--- src/rtl/ddr_addr_gen_pkg.sv ---
// Shared types and limits for the N-dimensional DDR command address generator.
package ddr_addr_gen_pkg;
  localparam int DIMS_MAX = 3;

  typedef enum logic [1:0] {
    IDLE  = 2'd0,
    ISSUE = 2'd1,
    ERR   = 2'd2
  } state_t;
endpackage

--- src/rtl/ddr_addr_gen_nd_level.sv ---
// One nested-loop level: iteration index plus the address at idx==0 of this level.
module addr_loop_level #(
  parameter int ADDR_W = 32,
  parameter int CNT_W  = 16
) (
  input  logic              clk,
  input  logic              rst,
  input  logic              load,
  input  logic [ADDR_W-1:0] load_base,
  input  logic              carry_in,
  input  logic              reload,
  input  logic [ADDR_W-1:0] reload_base,
  input  logic [ADDR_W-1:0] step,
  input  logic [CNT_W-1:0]  cnt,
  output logic              wrap,
  output logic [ADDR_W-1:0] base
);
  logic [CNT_W-1:0] idx;
  logic [CNT_W-1:0] cnt_last;

  assign cnt_last = cnt - CNT_W'(1);
  assign wrap     = (idx == cnt_last);

  // carry_in and reload are mutually exclusive: a level either advances or rewinds
  always_ff @(posedge clk) begin
    if (rst) begin
      idx  <= '0;
      base <= '0;
    end else if (load) begin
      idx  <= '0;
      base <= load_base;
    end else if (carry_in) begin
      idx  <= idx + CNT_W'(1);
      base <= base + step;
    end else if (reload) begin
      idx  <= '0;
      base <= reload_base;
    end
  end
endmodule

--- src/rtl/ddr_addr_gen_nd.sv ---
// Nested-loop (1..3 level) DDR command address generator with valid/ready output channel.
module ddr_addr_gen_nd
  import ddr_addr_gen_pkg::*;
#(
  parameter int DDR_ADDR_W = 32,
  parameter int BURST_W    = 16,
  parameter int CNT_W      = 16,
  parameter int DIMS       = 3
) (
  input  logic                       clk,
  input  logic                       rst,
  input  logic                       start,
  input  logic                       abort,
  input  logic [DDR_ADDR_W-1:0]      st_addr,
  input  logic [BURST_W-1:0]         burst,
  input  logic [DIMS*DDR_ADDR_W-1:0] step,
  input  logic [DIMS*CNT_W-1:0]      cnt,
  output logic                       busy,
  output logic                       done,
  output logic                       done_pulse,
  output logic                       cfg_err,
  output logic [DDR_ADDR_W-1:0]      ddr_addr,
  output logic [BURST_W-1:0]         ddr_size,
  output logic                       ddr_addr_valid,
  input  logic                       ddr_addr_ready
);
  typedef logic [DDR_ADDR_W-1:0] addr_t;
  typedef logic [CNT_W-1:0]      cnt_t;

  state_t                  state;
  logic [DIMS-1:0][DDR_ADDR_W-1:0] step_q;
  logic [DIMS-1:0][CNT_W-1:0]      cnt_q;
  logic [DIMS-1:0]         wrap, inc, rl_en, cout;
  addr_t                   base   [DIMS];
  addr_t                   rl_val [DIMS];
  logic                    fire, last, any_zero, start_ok;

  assign fire     = ddr_addr_valid & ddr_addr_ready;
  assign start_ok = (state == IDLE) & start & ~any_zero;

  always_comb begin
    any_zero = 1'b0;
    for (int k = 0; k < DIMS; k++)
      if (cnt[k*CNT_W +: CNT_W] == cnt_t'(0)) any_zero = 1'b1;
  end

  // Carry ripples upward through wrapped levels; the first non-wrapped level advances.
  always_comb begin
    logic  c;
    addr_t acc;
    c   = fire;
    inc = '0;
    cout = '0;
    for (int k = 0; k < DIMS; k++) begin
      inc[k]  = c & ~wrap[k];
      c       = c & wrap[k];
      cout[k] = c;
    end
    last  = c;
    rl_en = '0;
    for (int k = 0; k < DIMS; k++) rl_en[k] = cout[k] & ~last;
    // Each level reloads with the new base of the nearest advancing level above it
    acc = '0;
    for (int k = DIMS - 1; k >= 0; k--) begin
      rl_val[k] = acc;
      if (inc[k]) acc = base[k] + step_q[k];
    end
  end

  genvar g;
  generate
    for (g = 0; g < DIMS; g++) begin : g_lvl
      addr_loop_level #(.ADDR_W(DDR_ADDR_W), .CNT_W(CNT_W)) u_lvl (
        .clk        (clk),
        .rst        (rst),
        .load       (start_ok),
        .load_base  (st_addr),
        .carry_in   (inc[g]),
        .reload     (rl_en[g]),
        .reload_base(rl_val[g]),
        .step       (step_q[g]),
        .cnt        (cnt_q[g]),
        .wrap       (wrap[g]),
        .base       (base[g])
      );
    end
  endgenerate

  always_ff @(posedge clk) begin
    if (rst) begin
      state          <= IDLE;
      busy           <= 1'b0;
      done           <= 1'b1;
      done_pulse     <= 1'b0;
      cfg_err        <= 1'b0;
      ddr_addr_valid <= 1'b0;
      ddr_addr       <= '0;
      ddr_size       <= '0;
      step_q         <= '0;
      cnt_q          <= '0;
    end else begin
      done_pulse <= 1'b0;
      case (state)
        IDLE: if (start) begin
          step_q   <= step;
          cnt_q    <= cnt;
          ddr_size <= burst;
          cfg_err  <= any_zero;
          if (any_zero) begin
            state <= ERR;
          end else begin
            state          <= ISSUE;
            busy           <= 1'b1;
            done           <= 1'b0;
            ddr_addr_valid <= 1'b1;
            ddr_addr       <= st_addr;
          end
        end
        ISSUE: begin
          if (abort || last) begin
            state          <= IDLE;
            busy           <= 1'b0;
            done           <= 1'b1;
            done_pulse     <= 1'b1;
            ddr_addr_valid <= 1'b0;
          end else if (fire) begin
            ddr_addr <= inc[0] ? ddr_addr + step_q[0] : rl_val[0];
          end
        end
        ERR: begin
          state      <= IDLE;
          done_pulse <= 1'b1;
        end
        default: state <= IDLE;
      endcase
    end
  end
endmodule

--- config.mk ---
export PLATFORM = sky130hd
export DESIGN_NAME = ddr_addr_gen_nd
export DESIGN_NICKNAME = d
export VERILOG_FILES = /design/src/rtl/ddr_addr_gen_pkg.sv /design/src/rtl/ddr_addr_gen_nd_level.sv /design/src/rtl/ddr_addr_gen_nd.sv
export SDC_FILE = /design/constraint.sdc
export NUM_CORES = 1
export LEC_CHECK = 0
export ABC_AREA = 0
export CAP_MARGIN = 30
export CORE_ASPECT_RATIO = 2
export CORE_MARGIN = 2
export CORE_UTILIZATION = 35
export DETAILED_ROUTE_END_ITERATION = 8
export PLACE_DENSITY = 0.55
export RECOVER_POWER = 25
export SYNTH_ARGS = -nofsm -noshare
export SYNTH_HDL_FRONTEND = slang
export SYNTH_SLANG_ARGS = --single-unit
--- constraint.sdc ---
create_clock -name clk -period 10.3 [get_ports clk]
set_input_delay 3.09 -clock clk [delete_from_list [all_inputs] [get_ports clk]]
set_output_delay 3.09 -clock clk [all_outputs]
set_load 0.01 [all_outputs]
==> impl_results.md <==
* Reg area at around 6200 um^2
* Post-synthesis sequential area ratio at 32.6%
* Post-synthesis mux area share at 0.368%
* Row cnt at 121
* DRT Wirelength at 73.1 mm
* Max H-tree Level at 2
* Xor and xnor area share after synthesis at ~7%
* Main synth FF type: dfxtp_1
* Syn avg cell area at roughly 7.5 um^2
* Endpoint class of the critical path: flop
* Status: finished, violations left
* Leakage at 0.00917 uW
* Vert. Die Dim at 334 um
* Filler cell count at 5630
* Clock-pin slew on the worst setup and hold paths at 60 ps
* Root Buffer: clkbuf_16
* Mapped Cells at 2535
* Worst setup SP type: input pin
* Post-Synth Adder-Cell Area at 7.01%
* Area of the multi-input gates at 12100 um^2
* Initial Utilization at a little over a third
* Worst-Margin Slew at 2760 ps
* Largest family of logic cells by synthesized area: compound AO/OA/AOI/OAI gates
* VDD IR-drop max at 0.0000961 V
* Clk Latency, worst-skew pair at 550 ps
* Post-synth top area cell: dfxtp_1
* CTS Hold Bufs at 0
* Crit Path Category: in -> reg
* RSZ-0062 raised after global routing: false
* CTS sink cnt at 310
* Mapped cell area at 19100 um^2
* Yosys warnings at 0
* Worst hold margin at 450 ps
* Vias/cell at 5.65
* Total Routing Usage GR at 25.3%
* Flop and latch count out of synthesis at 310
* CTS buffer count at 34
* TNS Setup at 0 ps
* Post-Synth Simple-Gate Area at 24.5%
* Starting DRT DRC Count at 1173
* HP Start: ddr_size[12]
* Syn nets at 2837
* Reg2Reg Launch Point: cnt_q[16]
* Inserted Diodes at 0
* Drt drc at 0
* Layout cells sized above 1 at 4.30%
* Crit path from: start
* Max clock buf depth at 3
* Top-count cell post-synth: nand2_1
* Hold depth at 2
* First-pass GRT wire length at around 110 mm
* Power per cell area at 148 nW/um^2
* Peak Freq at between 0.1 and 0.15 GHz
* CTS tree: done
* Post-route ant nets at 0
* Die X at 169 um
* Core Footprint at 54200 um^2
* Fin crit share at 65.2%
* Top cells by area, synth: dfxtp_1, a21oi_1, nand2_1, ha_1, xnor2_1
* Crit path required time at 10720 ps
* Compound-cell area share of the yosys netlist at ~25%
* Max-slew headroom at -84.2%
* Vias at 19204
* Die footprint at 56500 um^2
* Final setup violation count at 0
* WP data arrival at 7140 ps
* Vias in the first global route at 19170
* Synth top cells by count: nand2_1, a21oi_1, dfxtp_1, nor2_1, o21ai_0
* Cells on worst reg2reg path at 13
* Final slew viol count at 75
* Pin count of the biggest net entering global routing at about 90
* WL per Instance at 21.5 um
* Final min period at 6720 ps
* Initial antenna violation count at 1
* Post-DP HPWL at between 50 and 60 mm
* Post-cts resize count at 0
* Setup Skew at 28.4 ps
* Share of Yosys cell area claimed by the top area cell type at 32.6%
* Nets@finish at 2999
* Io pins at 250
* Hold/Removal Path Class: reg -> reg
* Syn-to-layout area delta at 21.9%
* Routability cong. at approximately 0.93
* 1st-pass router iterations at 5
* Critical-path maximum fanout at 74
* MaxCap Viol Count at 1
* GRT overflow at 0
* Setup bufs post-CTS at 0
* Ys async rst share at 0%
* Distinct cells, synth at between 90 and 100
* Buffers on Ports at 249
* Failing checks: capacitance limit, slew limit
* Hold Fails Final Rpt at 0
* Count of flip-flops with a built-in enable after synthesis at 0
-- critical path, cell delays in order --
cell	delay, ps
dlygate4sd3_1	590
nand2_1	1540
nor2_4	470
buf_4	540
nand2_1	460
o221ai_1	330
a31oi_1	70
-- cell type report --
type                    count  area share, %
inverters                  54          0.873
clock buffers              47           4.45
repair buffers            268           11.6
flip-flops and latches    310           26.7
well taps                 676           3.64
multi-input cells        2029           52.1
clock inverters            12          0.706
-- power breakdown --
part           internal, uW  switching, uW  leakage [uW]  total, uW
clock                   801            533      0.000598       1330
sequential             1270           80.4       0.00255       1350
combinational           310            429       0.00603        739
total                  2390           1040       0.00917       3430
-- per-layer routing --
layer / share of wire (%) / wire, um / global-route usage [%]
met5: 0.022 / 16 / 0
met4: 7.4 / 5440 / 16.5
met3: 3.2 / 2350 / 2.59
met2: 55 / 40300 / 50.3
met1: 34 / 25000 / 23.9
-- flip-flops by register name, indices dropped and copies added (netlist names) --
name              flops
step_q               96
ddr_addr             32
cnt_q                48
g_lvl.u_lvl.idx      48
done                  1
state                 2
ddr_size             16
ddr_addr_valid        1
done_pulse            1
cfg_err               1
g_lvl.u_lvl.base     64
-- stage by stage --
stage               cell area [um^2]  power [uW]  util (%)  instances  worst slack (ps)
floorplan                      19100        1820         -       2535              5540
global placement               22000        2110      40.5       3334              3750
detailed placement             22000        2120      40.6       3335              3640
CTS                            23200        3480      42.8       3394              4220
global route                   23200        3580      42.9       3396              3220
finish                         23200        3430      42.9       3396              3580
-- cells in the final DEF, fill, tap and decap left out, types with 8 or more instances in the layout --
cell type	synthesis	layout
a2111oi_0	9	9
a211oi_1	28	28
a21o_1	30	30
a21oi_1	382	381
a22oi_1	12	12
a31oi_1	36	36
and2_1	18	17
and3_1	38	38
buf_4	3	15
clkbuf_16	0	37
clkdlybuf4s50_1	0	193
dfxtp_1	310	310
dlygate4sd3_1	0	55
ha_1	102	102
inv_1	54	54
nand2_1	486	485
nand2b_1	19	19
nand3_1	36	36
nand3b_1	21	21
nand4_1	24	24
nor2_1	164	163
nor2b_1	18	17
nor3_1	45	45
nor3b_1	8	8
nor4_1	35	35
o211ai_1	21	21
o21a_1	9	9
o21ai_0	122	122
o21bai_1	10	10
o22ai_1	9	9
o31ai_1	11	11
or2_2	9	9
or3_1	22	22
or4_1	10	10
xnor2_1	88	88
xor2_1	60	60
-- cell families (layout without fill, tap and decap cells) --
group	count (synthesis)	count (layout)
DFF	310	310
muxes	7	7
xor gates and xnor gates	148	148
adders and majority gates	105	105
and+or+nand+nor	994	994
buffers and inverters	196	381
AOI/OAI and AO/OA	775	775
-- worst paths after layout --
kind | slack [ps] | to
max reg2reg | 5250 | ddr_addr[26]
max | 3580 | ddr_addr[9]
min reg2reg | 450 | ddr_size[12]
min | 450 | ddr_size[12]
Power figures use the tool's default switching activity.
